### src/rtl/regfile_nr2w.sv
// regfile_nr2w: multi-read, dual-write register file with synchronous reads.
//
// Parameters
//   WIDTH    : data bits per entry
//   DEPTH    : number of entries (power of two, >= 2)
//   NRD      : number of read ports (1..8)
//   ZERO_REG : 1 -> entry 0 always reads zero and ignores writes
//   AW       : address width, derived from DEPTH; do not override
//
// Ports
//   clk, rst_n             : clock (rising edge), async active-low reset
//   i_rd_en   [NRD]        : per-port read enable
//   i_rd_addr [NRD*AW]     : port k address in [k*AW +: AW]
//   o_rd_data [NRD*WIDTH]  : port k data in [k*WIDTH +: WIDTH], registered,
//                            holds when the port is not enabled
//   i_wr1_*  / i_wr2_*     : two write ports; port 1 wins on an address clash
//
// Configuration
//   REGFILE_NR2W_BYPASS_EN : when defined, a read on the same edge as a write
//                            to that address returns the new data (port 1
//                            first). When undefined, reads return the
//                            pre-edge content and no forwarding logic exists.
module regfile_nr2w #(
   parameter int unsigned WIDTH    = 32,
   parameter int unsigned DEPTH    = 32,
   parameter int unsigned NRD      = 4,
   parameter int unsigned ZERO_REG = 0,
   parameter int unsigned AW       = $clog2(DEPTH)
) (
   input  logic                   clk,
   input  logic                   rst_n,
   input  logic [NRD-1:0]         i_rd_en,
   input  logic [NRD*AW-1:0]      i_rd_addr,
   output logic [NRD*WIDTH-1:0]   o_rd_data,
   input  logic                   i_wr1_en,
   input  logic [AW-1:0]          i_wr1_addr,
   input  logic [WIDTH-1:0]       i_wr1_data,
   input  logic                   i_wr2_en,
   input  logic [AW-1:0]          i_wr2_addr,
   input  logic [WIDTH-1:0]       i_wr2_data
);

   logic [WIDTH-1:0] mem_q     [DEPTH];
   logic [WIDTH-1:0] mem_d     [DEPTH];
   logic [WIDTH-1:0] rd_data_q [NRD];
   logic [WIDTH-1:0] rd_data_d [NRD];

   // Gated write enables: address 0 is read-only when ZERO_REG is set.
   logic wr1_ok_c;
   logic wr2_ok_c;

   always_comb begin : write_gate
      wr1_ok_c = i_wr1_en;
      wr2_ok_c = i_wr2_en;
      if (ZERO_REG != 0) begin
         if (i_wr1_addr == '0) wr1_ok_c = 1'b0;
         if (i_wr2_addr == '0) wr2_ok_c = 1'b0;
      end
   end

   // Next array contents; port 1 is applied last so it wins a same-address clash.
   always_comb begin : write_next
      for (int unsigned i = 0; i < DEPTH; i++) begin
         mem_d[i] = mem_q[i];
      end
      if (wr2_ok_c) mem_d[i_wr2_addr] = i_wr2_data;
      if (wr1_ok_c) mem_d[i_wr1_addr] = i_wr1_data;
   end

   // Per-port read data capture; disabled ports keep their last value.
   always_comb begin : read_next
      logic [AW-1:0]    addr;
      logic [WIDTH-1:0] val;
      addr = '0;
      val  = '0;
      for (int unsigned k = 0; k < NRD; k++) begin
         rd_data_d[k] = rd_data_q[k];
         addr         = i_rd_addr[k*AW +: AW];
         val          = mem_q[addr];
`ifdef REGFILE_NR2W_BYPASS_EN
         // Forward in-flight write data; port 1 checked last to take priority.
         if (wr2_ok_c && (i_wr2_addr == addr)) val = i_wr2_data;
         if (wr1_ok_c && (i_wr1_addr == addr)) val = i_wr1_data;
`endif
         if ((ZERO_REG != 0) && (addr == '0)) val = '0;
         if (i_rd_en[k]) rd_data_d[k] = val;
      end
   end

   // State registers with asynchronous clear of both array and read outputs.
   always_ff @(posedge clk or negedge rst_n) begin : state_reg
      if (!rst_n) begin
         for (int unsigned i = 0; i < DEPTH; i++) begin
            mem_q[i] <= '0;
         end
         for (int unsigned k = 0; k < NRD; k++) begin
            rd_data_q[k] <= '0;
         end
      end else begin
         for (int unsigned i = 0; i < DEPTH; i++) begin
            mem_q[i] <= mem_d[i];
         end
         for (int unsigned k = 0; k < NRD; k++) begin
            rd_data_q[k] <= rd_data_d[k];
         end
      end
   end

   // Flatten the read registers onto the output bus.
   for (genvar g = 0; g < int'(NRD); g++) begin : g_rd_out
      assign o_rd_data[g*WIDTH +: WIDTH] = rd_data_q[g];
   end

endmodule

### config.mk
export PLATFORM = sky130hd
export DESIGN_NAME = regfile_nr2w
export DESIGN_NICKNAME = d
export VERILOG_FILES = /design/src/rtl/regfile_nr2w.sv
export SDC_FILE = /design/constraint.sdc
export NUM_CORES = 2
export LEC_CHECK = 0
export CELL_PAD_IN_SITES_DETAIL_PLACEMENT = 0
export CELL_PAD_IN_SITES_GLOBAL_PLACEMENT = 1
export CORE_MARGIN = 3
export CORE_UTILIZATION = 52
export CTS_CLUSTER_SIZE = 10
export DETAILED_ROUTE_END_ITERATION = 16
export DONT_BUFFER_PORTS = 1
export PLACE_DENSITY_LB_ADDON = 0.1
export SLEW_MARGIN = 20
export SYNTH_ARGS = -nofsm -noshare
export SYNTH_HDL_FRONTEND = slang
export SYNTH_SLANG_ARGS = --single-unit
### constraint.sdc
create_clock -name clk -period 1.35 [get_ports clk]
set_input_delay 0.135 -clock clk [delete_from_list [all_inputs] [get_ports clk]]
set_output_delay 0.135 -clock clk [all_outputs]
set_load 0.01 [all_outputs]
After elaboration in Yosys (flattened, before gate mapping)
Index checks and enable logic that the tools add are counted.
- bits in registers: 1152
- bits of input ports: 102
- logic and storage cells: 72
- magnitude comparators: 8
- muxes and demuxes: 20
- bitwise gates (word level): 6
- reduce and logical (&&, ||, !) cells: 2
- operators with widths (kind ; count):
    bitwise mux 1024 bit ; 2
    2-to-1 mux 1024 bit ; 2
    binary-select mux 32 bit (select 5 bit) ; 4
    demux 32 bit (select 5 bit) ; 2
    2-to-1 mux 32 bit ; 10
    greater-or-equal comparator 6 bit (second input constant) ; 6
    inverter 5 -> 6 bit ; 6
    less-than comparator 6 x 1 -> 1 bit (second input constant) ; 2
    logical AND 1 bit ; 2

Longest topological paths before layout
- depth in word-level cells: 9
- depth in mapped cells: 8

Worst setup path before layout
OpenSTA, ideal clock, no wires.
- path type: input-to-reg
- start: input i_rd_addr[10]
- end: register rd_data_q, in the netlist o_rd_data[69]
- arrival: 1443 ps
- setup slack: -218 ps
- stages: 8
- path buffers: 3
- cell sequence: buf_2 > buf_2 > buf_2 > mux2i_1 > a22oi_1 > a21oi_1 > nor4_1 > mux2_2
- longest elaborated chain between the ends: 4
- ends and longest elaborated chain (what ; line ; RTL):
    start: declaration ; 33 ; input logic [NRD*AW-1:0] i_rd_addr,
    inverter 5 -> 6 bit (implied by the code) ; 79 ; val = mem_q[addr];
    binary-select mux 32 bit (select 5 bit) ; 79 ;
    2-to-1 mux 32 bit (implied by the code) (2 in a row) ; 79 ;
    end signal: indexed assignment ; 104 ; rd_data_q[k] <= rd_data_d[k];
    end: declaration ; 45 ; logic [WIDTH-1:0] rd_data_q [NRD];
Every way passes these cells. The select of a mux whose other input is x is not followed.
A chain may end at the register's enable or synchronous reset.

Worst setup path in the final report
- start: register mem_q[322] (netlist name)
- end: register rd_data_q, in the netlist o_rd_data[34]
- longest elaborated chain between the ends: 3
- ends and longest elaborated chain (what ; line ; RTL):
    start: declaration ; 43 ; logic [WIDTH-1:0] mem_q [DEPTH];
    start signal: indexed assignment ; 101 ; mem_q[i] <= mem_d[i];
    binary-select mux 32 bit (select 5 bit) ; 79 ;
    2-to-1 mux 32 bit (implied by the code) (2 in a row) ; 79 ;
Every way passes these cells. The select of a mux whose other input is x is not followed.

==> metrics.cfg <==
[logic_synthesis]
synthMuxAreaShare_pct=37.15
synth-edff-count=0
synth_top_cells_by_count=mux2i_1, dfrtp_1, a21oi_1, a22oi_1, clkbuf_1
syn-num-nets=9317
synth_top_flop_cell=dfrtp_1
synth_simple_gate_area_share_pct=6.327
yosys_register_bits=1152
yosys.area.top_type=mux2i_1
yosysUniqueCellTypes=34
synth_xor_xnor_area_share_pct=0
synth_fa_ha_area_share_pct=0
syn_inst=9215
synth.most_common_cell=mux2i_1
yosysSeqAreaShare_pct=33.27
synth-compound-area-share_pct=17.74
synth_top_family_by_area=multiplexers
synthesis.area_um2=86650
synth.top_cell.area_share_pct=35.49
synth_area_leaders=mux2i_1, dfrtp_1, a22oi_1
yosys_warnings=0
syn_area_per_cell_um2=9.403
synthArstFlopShare_pct=100.0

[timing]
setup_violations=474
max_clock_freq_mhz=518.1
slew_headroom_pct=-29.13
period_share_pct=143.0
hold_violations=13
clock_skew_ns=0.03364
worst_slack_ns=-0.5802
holdWs_ns=-0.05642
grt_setup_unrepaired=yes
min_period_ns=1.930
worstMarginPinSlew_ns=1.937
report.final.slew_viol_count=590

[die]
fp.coreArea_um2=165200
io_pins=230
die-area_um2=171600
die_w_um=414.2
die_h_um=414.2
placement_rows=149
start_util_pct=52.46

[power]
intPower_mw=91.11
comb_power_share_pct=33.3
total_power_mw=143.2
p_per_area_nw_per_um2=1307
p_sw_mw=52.05
swShare_pct=36.36
power_frac_seq_pct=39.4
power.share.clock_pct=27.3
vdd_drop_max_v=0.001332
p_leak_nw=50.11

[placement]
place_congestion=0.9750
dpl.hpwl_um=257000
io_buffers=0

[clock_network]
clk_latency_ns=0.82
cts_buffer_depth=3
cts_sinks=1152
path_clk_slew_ns=0.06
clockRootBuffer=clkbuf_16
numCtsBuffers=147
h-tree-depth=4
cts_tree=done

[setup_path]
cp.buffers_inverters=1
cp.arrival_ns=2.70
critPathLaunchType=flop
crit_required_ns=2.12
critPathMaxFanout=3
crit_type=reg2reg
cp_slowest_cell=nor4_4
crit_family=simple AND/OR/NAND/NOR gates
cpPeakStageDelay_ns=0.71
crit_chain=buf_6 -> mux2i_4 -> a22oi_2 -> a21oi_2 -> nor4_4 -> mux2_4
endpoint_kind=flop

[drt]
wl_per_cell_um=36.64
drc=0
ant_nets=0
vias=84300
vias_per_cell=7.102
drt_iter0_drc=12330
drt_pass1_iterations=6
wl_um=434800

[grt]
grt.total_usage_pct=47.65
gr-total-overflow=0
grt_pass1_vias=80970
grt_max_degree=513
grt_pass1_wl_um=598600
grt_antenna_before_repair=15

[final_layout]
final_nets=9691
fillers=13090
drive_above_1_share_pct=23.13
area_growth_syn_to_layout_pct=26.43
fin_util_pct=66.33

[job]
max_cap_violations=0

[status]
violations=hold timing, slew limit, setup timing
status=complete, but fails checks

[worst_hold_path]
min_path_type=in2reg

[state kept, by name, summed over array words and instances, names as in the netlist]
signal / count
mem_q: 1024
o_rd_data: 128
[tightest hold or removal path: stages]
cell	delay (ns)
nand2_1	0.23
nor2_4	0.08
buf_4	0.16
nand2_1	0.06
o21ai_1	0.05
[layout by cell type (no fill, tap or decap), drive strengths merged, types with 4 or more instances in the layout]
master	count
bufinv	5
or3b	4
nand3b	5
and3b	4
nor3b	5
mux2	128
a22oi	1024
bufbuf	4
clkinv	14
inv	4
o21ai	512
buf	1071
or2	6
diode	10
nand2b	8
nand2	552
nor2b	8
clkbuf	226
and2	4
dlygate4sd3	139
mux2i	3072
dlymetal6s4s	9
a21oi	1024
dfrtp	1152
nor2	552
nor4	128
[through the flow]
step                      worst slack (ns)  instances   TNS, ns  hold WS (ns)  area (um2)
after floorplan                    -0.1383       9215    -92.22       -0.1606       88500
after global placement              -1.910      11260  -1382.00       -0.1588       96170
after detailed placement            -1.460      11260  -1077.32       -0.1588       96250
after CTS                          -0.3882      11780   -121.79       -0.7087      106500
after global routing               -0.5844      11860    -69.31     0.0002744      109500
final                              -0.5802      11870    -54.32      -0.05642      109600
[power groups by stage]
stage | combinational [mW] | clock, mW | sequential, mW
floorplan | 28.7 | 0 | 52.7
global placement | 36.8 | 0 | 55.5
detailed placement | 38.0 | 0 | 56.2
CTS | 43.0 | 39.2 | 55.7
global route | 50.9 | 40.6 | 57.8
finish | 47.6 | 39.1 | 56.5
[final timing paths]
| kind | slack (ns) | depth (start not counted) | end | start |
|---|---|---|---|---|
| setup / recovery | -0.58 | 6 | o_rd_data[34]$_DFFE_PN0P_ | mem_q[322]$_DFF_PN0_ |
| hold / removal | -0.06 | 5 | mem_q[895]$_DFF_PN0_ | i_wr1_addr[2] |
| setup reg to reg | -0.58 | 6 | o_rd_data[34]$_DFFE_PN0P_ | mem_q[322]$_DFF_PN0_ |
| hold reg to reg | 0.56 | 1 | o_rd_data[4]$_DFFE_PN0P_ | o_rd_data[4]$_DFFE_PN0P_ |
| max in group asynchronous | -0.14 | 12 | mem_q[958]$_DFF_PN0_ | rst_n |
| min in group asynchronous | 0.11 | 10 | mem_q[586]$_DFF_PN0_ | rst_n |
[cells by family (layout without fill, tap and decap cells)]
group                  after synthesis  in the layout
DFF                               1152           1152
muxes                             3200           3200
buffers and inverters             1019           1474
and+or+nand+nor                   1284           1284
AOI/OAI and AO/OA                 2560           2560
other                                0             10
[per-layer routing]
metal / share of wire, % / vias up / track usage (%)
li1: - / 34980 / -
met1: 36 / 40920 / 59.31
met2: 41 / 6357 / 68.88
met5: 0.028 / - / 0
met4: 10 / 18 / 39.68
met3: 12 / 2025 / 12.90
[area by class of cell]
type / count / area [um2] / area share (%)
well taps: 2189 / 2739 / 2.500
clock inverters: 23 / 255.2 / 0.2330
clock buffers: 207 / 4272 / 3.899
diodes: 10 / 25.02 / 0.02284
flip-flops and latches: 1152 / 29000 / 26.47
multi-input cells: 7044 / 57290 / 52.29
repair buffers: 1244 / 15970 / 14.58
[what timing repair did]
action,4_1_cts,5_1_grt
setup buffers,87,76
gates cloned,6,18
pin swaps,381,375
resized for setup,450,508
hold buffers,228,28
hold endpoints to repair,1631,239
setup endpoints to repair,782,903
Note: power is estimated with default switching activity, not from simulation.
